## src/rtl/xyolo_packer_if.sv

```systemverilog
// Purpose: handshake/data bundle between the YOLO result stream, the packer and the DMA write side.
// Latency: none (wires only).
// Backpressure: in_ready/out_ready carry the stall; master drives the packer, slave is the packer.
// Signals: sat_en, in_valid, in_data, flush, out_ready (towards packer);
//          in_ready, out_valid, out_data, word_cnt, idle (from packer).
interface xyolo_packer_if #(
   parameter int DATA_W = 32,
   parameter int OUT_W  = 16,
   parameter int BUS_W  = 256
);
   logic              sat_en;
   logic              in_valid;
   logic              in_ready;
   logic [DATA_W-1:0] in_data;
   logic              flush;
   logic              out_valid;
   logic              out_ready;
   logic [BUS_W-1:0]  out_data;
   logic [15:0]       word_cnt;
   logic              idle;

   // Producer/consumer side: feeds samples, takes packed words.
   modport master (
      output sat_en, in_valid, in_data, flush, out_ready,
      input  in_ready, out_valid, out_data, word_cnt, idle
   );

   // Packer side.
   modport slave (
      input  sat_en, in_valid, in_data, flush, out_ready,
      output in_ready, out_valid, out_data, word_cnt, idle
   );
endinterface

```

## src/rtl/xyolo_packer.sv

```systemverilog
// Purpose: narrow DATA_W samples to OUT_W lanes (saturate or truncate), pack BUS_W/OUT_W lanes per word, queue words in a FIFO.
// Latency: a word completed on edge k shows out_valid=1 right after edge k when the FIFO was empty.
// Backpressure: in_ready = !fifo_full & !flush_pend from registered state only; out_ready only pops the FIFO.
// Ports: clk, rst (async active-high); bus (slave modport): sat_en, in_valid/in_ready/in_data,
//        flush, out_valid/out_ready/out_data, word_cnt (pops since reset, wraps), idle.
module xyolo_packer #(
   parameter int DATA_W     = 32,
   parameter int OUT_W      = 16,
   parameter int BUS_W      = 256,
   parameter int FIFO_DEPTH = 4
) (
   input  logic          clk,
   input  logic          rst,
   xyolo_packer_if.slave bus
);
   localparam int N_LANES = BUS_W / OUT_W;
   localparam int LANE_W  = (N_LANES > 1) ? $clog2(N_LANES) : 1;
   localparam int PTR_W   = $clog2(FIFO_DEPTH);

   // Signed OUT_W limits, sign-extended to DATA_W for the clamp compare.
   localparam logic signed [DATA_W-1:0] C_MAX = DATA_W'((64'd1 << (OUT_W - 1)) - 64'd1);
   localparam logic signed [DATA_W-1:0] C_MIN = ~C_MAX;

   logic [LANE_W-1:0] r_lane_cnt;
   logic [BUS_W-1:0]  r_pack;
   logic              r_flush_pend;
   logic [BUS_W-1:0]  r_mem [FIFO_DEPTH];
   // One extra pointer bit separates full from empty.
   logic [PTR_W:0]    r_wr_ptr;
   logic [PTR_W:0]    r_rd_ptr;
   logic [15:0]       r_word_cnt;

   logic              w_full;
   logic              w_empty;
   logic              w_in_ready;
   logic              w_accept;
   logic              w_pop;
   logic              w_lane_last;
   logic              w_word_push;
   logic              w_flush_push;
   logic              w_push;
   logic [OUT_W-1:0]  w_lane_dat;
   logic [BUS_W-1:0]  w_pack_upd;
   logic [BUS_W-1:0]  w_push_dat;

   assign w_full  = (r_wr_ptr[PTR_W] != r_rd_ptr[PTR_W]) &&
                    (r_wr_ptr[PTR_W-1:0] == r_rd_ptr[PTR_W-1:0]);
   assign w_empty = (r_wr_ptr == r_rd_ptr);

   assign w_in_ready  = !w_full && !r_flush_pend;
   assign w_accept    = bus.in_valid && w_in_ready;
   assign w_pop       = !w_empty && bus.out_ready;
   assign w_lane_last = (r_lane_cnt == LANE_W'(N_LANES - 1));

   // Accept and flush-push are mutually exclusive: accept needs !flush_pend,
   // flush-push needs flush_pend. Both need !full, so no push ever hits a full FIFO.
   assign w_word_push  = w_accept && w_lane_last;
   assign w_flush_push = r_flush_pend && !w_full && (r_lane_cnt != '0);
   assign w_push       = w_word_push || w_flush_push;

   // Narrowing: clamp to the signed OUT_W range, or keep the low bits.
   always_comb begin
      w_lane_dat = bus.in_data[OUT_W-1:0];
      if (bus.sat_en) begin
         if ($signed(bus.in_data) > C_MAX) begin
            w_lane_dat = C_MAX[OUT_W-1:0];
         end else if ($signed(bus.in_data) < C_MIN) begin
            w_lane_dat = C_MIN[OUT_W-1:0];
         end
      end
   end

   // Pack register with the incoming lane inserted at lane_cnt.
   always_comb begin
      w_pack_upd = r_pack;
      w_pack_upd[r_lane_cnt*OUT_W +: OUT_W] = w_lane_dat;
   end

   // A completing sample goes straight into the FIFO together with the
   // earlier lanes; a flush pushes the pack register as-is (unwritten lanes are 0).
   assign w_push_dat = w_word_push ? w_pack_upd : r_pack;

   always_ff @(posedge clk or posedge rst) begin
      if (rst) begin
         r_lane_cnt <= '0;
         r_pack     <= '0;
      end else if (w_push) begin
         r_lane_cnt <= '0;
         r_pack     <= '0;
      end else if (w_accept) begin
         r_lane_cnt <= r_lane_cnt + 1'b1;
         r_pack     <= w_pack_upd;
      end
   end

   // While pending, the flush resolves on the first non-full cycle; a new flush
   // pulse during that time merges into the pending one.
   always_ff @(posedge clk or posedge rst) begin
      if (rst) begin
         r_flush_pend <= 1'b0;
      end else if (r_flush_pend) begin
         r_flush_pend <= w_full;
      end else begin
         r_flush_pend <= bus.flush;
      end
   end

   always_ff @(posedge clk or posedge rst) begin
      if (rst) begin
         for (int i = 0; i < FIFO_DEPTH; i++) begin
            r_mem[i] <= '0;
         end
         r_wr_ptr   <= '0;
         r_rd_ptr   <= '0;
         r_word_cnt <= '0;
      end else begin
         if (w_push) begin
            r_mem[r_wr_ptr[PTR_W-1:0]] <= w_push_dat;
            r_wr_ptr                   <= r_wr_ptr + 1'b1;
         end
         if (w_pop) begin
            r_rd_ptr   <= r_rd_ptr + 1'b1;
            r_word_cnt <= r_word_cnt + 16'd1;
         end
      end
   end

   assign bus.in_ready  = w_in_ready;
   assign bus.out_valid = !w_empty;
   assign bus.out_data  = r_mem[r_rd_ptr[PTR_W-1:0]];
   assign bus.word_cnt  = r_word_cnt;
   assign bus.idle      = w_empty && (r_lane_cnt == '0) && !r_flush_pend;
endmodule

```

## src/flat_wrapper.sv

```systemverilog
// flat-port wrapper written by rule: the top's interface ports become plain ports
module xyolo_packer_flat 
#(
   parameter int DATA_W     = 32,
   parameter int OUT_W      = 16,
   parameter int BUS_W      = 256,
   parameter int FIFO_DEPTH = 4
)
  (clk, rst, bus_sat_en, bus_in_valid, bus_in_data, bus_flush, bus_out_ready, bus_in_ready, bus_out_valid, bus_out_data, bus_word_cnt, bus_idle);
  xyolo_packer_if #(.DATA_W(DATA_W), .OUT_W(OUT_W), .BUS_W(BUS_W)) bus_i ();
  input  logic clk;
  input  logic rst;
  input wire logic [$bits(bus_i.sat_en)-1:0] bus_sat_en;
  input wire logic [$bits(bus_i.in_valid)-1:0] bus_in_valid;
  input wire logic [$bits(bus_i.in_data)-1:0] bus_in_data;
  input wire logic [$bits(bus_i.flush)-1:0] bus_flush;
  input wire logic [$bits(bus_i.out_ready)-1:0] bus_out_ready;
  output wire logic [$bits(bus_i.in_ready)-1:0] bus_in_ready;
  output wire logic [$bits(bus_i.out_valid)-1:0] bus_out_valid;
  output wire logic [$bits(bus_i.out_data)-1:0] bus_out_data;
  output wire logic [$bits(bus_i.word_cnt)-1:0] bus_word_cnt;
  output wire logic [$bits(bus_i.idle)-1:0] bus_idle;
  assign bus_i.sat_en = bus_sat_en;
  assign bus_i.in_valid = bus_in_valid;
  assign bus_i.in_data = bus_in_data;
  assign bus_i.flush = bus_flush;
  assign bus_i.out_ready = bus_out_ready;
  assign bus_in_ready = bus_i.in_ready;
  assign bus_out_valid = bus_i.out_valid;
  assign bus_out_data = bus_i.out_data;
  assign bus_word_cnt = bus_i.word_cnt;
  assign bus_idle = bus_i.idle;
  xyolo_packer #(.DATA_W(DATA_W), .OUT_W(OUT_W), .BUS_W(BUS_W), .FIFO_DEPTH(FIFO_DEPTH)) u_core (.clk(clk), .rst(rst), .bus(bus_i));
endmodule
```

## config.mk

```make
export PLATFORM = sky130hd
export DESIGN_NAME = xyolo_packer_flat
export DESIGN_NICKNAME = d
export VERILOG_FILES = /design/src/rtl/xyolo_packer_if.sv /design/src/rtl/xyolo_packer.sv /design/src/flat_wrapper.sv
export SDC_FILE = /design/constraint.sdc
export NUM_CORES = 2
export LEC_CHECK = 0
export CAP_MARGIN = 30
export CORE_MARGIN = 10
export CORE_UTILIZATION = 40
export DETAILED_ROUTE_END_ITERATION = 8
export PLACE_DENSITY = 0.56
export SLEW_MARGIN = 10
export SYNTH_ARGS = -nofsm -noshare
export SYNTH_HDL_FRONTEND = slang
export SYNTH_SLANG_ARGS = --single-unit
```

## constraint.sdc

```tcl
create_clock -name clk -period 96.1 [get_ports clk]
set_clock_uncertainty 0.2 [all_clocks]
set_input_delay 14.415 -clock clk [delete_from_list [all_inputs] [get_ports clk]]
set_output_delay 14.415 -clock clk [all_outputs]
set_load 0.005 [all_outputs]
```

==> run_results.csv <==
group,metric,value,unit
place,portBuffers,312,
detailed_routing,firstDrtPassIters,5,
synthesis,synth-edff-count,0,
setup_path,critPathLaunchType,"register",
cts,cts_buffer_depth,3,
synthesis,synth-async-reset-ratio,100.0,%
outcome,status,"complete, no violations",
global_routing,grt_max_degree,169,
timing,fin_ws,77.13,ns
timing,fmax,52.73,MHz
setup_path,cp_data_required_time,81.49,ns
detailed_routing,route.met2.wl,76.87,mm
synthesis,synth_flop_cell,"dfrtp_1",
cts,h-tree-depth,4,
global_routing,grtUsageTotal,20.31,%
timing,setup_viol,0,
layout,final_common_cell,"dfrtp_1",
cts,clock_sinks,1307,
timing,period_share,19.74,%
place,place_congestion,0.7422,
synthesis,syn_area,58340,µm²
die,fp-row-count,140,
job,cap_violations,0,
cts,cts_resized,0,
detailed_routing,ant_nets,0,
synthesis,synthesis.nets,3802,
timing,finalCriticalPeriod,18.97,ns
timing,timing.final.max_slew_violations,0,
detailed_routing,routed_wl,166.7,mm
detailed_routing,top_layer,"met4",
detailed_routing,via_count,34490,
cts,cts-hold-fix-buffers,0,
synthesis,syn_area_per_cell,15.54,µm²
timing,rsz0062_at_grt,"false",
die,die_area,161500,µm²
pwr,powerDensity,23.15,nW/µm²
pwr,irDropWorstVdd,25.14,µV
cts,clk_pin_slew_worst_paths,0.06,ns
synthesis,synthDistinctLibCells,64,
cts,cts_tree,"yes",
die,die_w,401.9,µm
layout,final_nets,4043,
detailed_routing,drc,0,
layout,drive_above_1_share,44.64,%
detailed_routing,dr_wl_met3,9.927,mm
synthesis,synthCells,3755,
synthesis,ys_seq_area_share,56.06,%
die,ios,313,
timing,worst_pin_slew,1.261,ns
die,start_util,40.13,%
die,die_y,401.9,µm
detailed_routing,viasPerCell,5.723,
place,place_ws,76.94,ns
layout,layout_common_cells,"dfrtp_1, mux2_2, clkdlybuf4s50_1",
timing,max_slew_margin,15.97,%
cts,cts_buffers,148,
synthesis,synth_seq_cells,1307,
setup_path,endpoint_kind,"primary output",
setup_path,crit_path_max_fanout,135,
pwr,p_leak,0.03252,µW
place,dp.final_hpwl,99.73,mm
layout,syn2layout_area_growth,17.35,%
global_routing,grt-ovfl-total,0,
detailed_routing,avgRoutedWirePerCell,27.66,µm
detailed_routing,drtIter0Drc,2169,
cts,clkLatencyLatePin,0.78,ns
cts,cts-root-buf,"clkbuf_16",
timing,setup-tns-final,0,ns
global_routing,antenna_found_initial,4,
cts,post_cts_buffers,0,
global_routing,grt_pass1_wl,249.4,mm
setup_path,worstSetupPathType,"reg -> out",
synthesis,ys_warn_count,0,
detailed_routing,wl_met1,76.35,mm
die,coreArea,145400,µm²
global_routing,first_global_vias,35830,
setup_path,cp.arrival,4.35,ns
worst_hold_path,hp-class,"reg -> reg",
timing,hold_viol_final,0,
-- cell type report --
type / count / area, µm²
fill: 12690 / 76920
sequential: 1307 / 32710
multi-input combinational: 2121 / 24270
clock buffer: 228 / 4397
timing repair buffer: 407 / 4239
tap: 1917 / 2399
clock inverter: 34 / 390.4
inverter: 11 / 48.80
antenna: 2 / 5.005
-- flip-flops by register name (all words and copies together) (netlist names) --
register and cells:
u_core.r_mem 1024, u_core.r_pack 256, u_core.bus.word_cnt 16, u_core.r_lane_cnt 4, u_core.r_rd_ptr 3, u_core.r_wr_ptr 3, u_core.r_flush_pend 1
-- per-stage QoR --
step	util, %	instances	instance area (µm²)	power (µW)	hold WS [ns]
2_1_floorplan	-	3755	58340	891.1	0.2523
3_3_place_gp	43.46	5739	63190	1029	0.2627
3_5_place_dp	43.65	5754	63470	1038	0.2630
4_1_cts	46.94	6016	68250	1603	0.2725
5_1_grt	47.09	6025	68460	1651	0.2845
6_report	47.09	6027	68470	1585	0.2733
-- routing by layer --
metal,track usage [%],up-vias
met5,0,-
met4,5.080,0
met3,4.913,206
met2,31.63,850
met1,28.49,18780
li1,-,14660
-- critical path, stage by stage, from the launching register on --
cell,delay (ns)
dfrtp_4,0.76
buf_12,0.81
buf_4,0.90
mux4_2,0.47
clkdlybuf4s50_1,0.54
-- cell usage after synthesis (8+ instances only) --
cell type / n / area (µm²)
a21o_1: 15 / 112.6
a22o_1: 240 / 2102
buf_4: 30 / 225.2
and3_1: 8 / 50.05
and2_1: 18 / 112.6
dfrtp_1: 1307 / 32710
nand2_1: 19 / 71.32
o2bb2ai_1: 15 / 131.4
ha_1: 9 / 112.6
nor2_1: 9 / 33.78
xor2_1: 11 / 96.34
a21oi_2: 56 / 490.5
buf_2: 152 / 760.7
inv_1: 11 / 41.29
clkbuf_1: 79 / 296.5
nand4_1: 9 / 56.30
mux4_2: 256 / 5766
buf_1: 46 / 172.7
xnor2_1: 15 / 131.4
a21oi_1: 201 / 1006
buf_6: 9 / 101.4
mux2_2: 1147 / 12920
-- power by group --
group | leakage [µW] | internal (µW) | switching, µW
clock | 0.00235 | 329 | 232
sequential | 0.0182 | 588 | 31.4
combinational | 0.0120 | 163 | 242
-- final timing paths --
path / from / to / slack (ns) / depth (start not counted)
worst max-delay path: u_core.r_rd_ptr[0] / bus_out_data[91] / 77.13 / 4
worst min-delay path: u_core.bus.word_cnt[15] / u_core.bus.word_cnt[15] / 0.27 / 1
worst max register to register: u_core.r_rd_ptr[0] / u_core.r_mem[683] / 90.55 / 10
worst min register to register: u_core.bus.word_cnt[15] / u_core.bus.word_cnt[15] / 0.27 / 1
max in group asynchronous: rst / u_core.r_mem[221] / 77.98 / 6
min in group asynchronous: rst / u_core.r_mem[577] / 14.01 / 2
-- logic make-up (layout without fill, tap and decap cells) --
group	after synthesis	count (layout)	synth area share, %
simple gates	116	116	1.282
xor+xnor	26	26	0.3903
buf+inv	327	680	2.739
fa+ha+maj	9	9	0.1930
other cells	0	2	0
compound gates	566	566	7.302
flops	1307	1307	56.06
mux	1404	1404	32.04
Power figures use the tool's default switching activity.
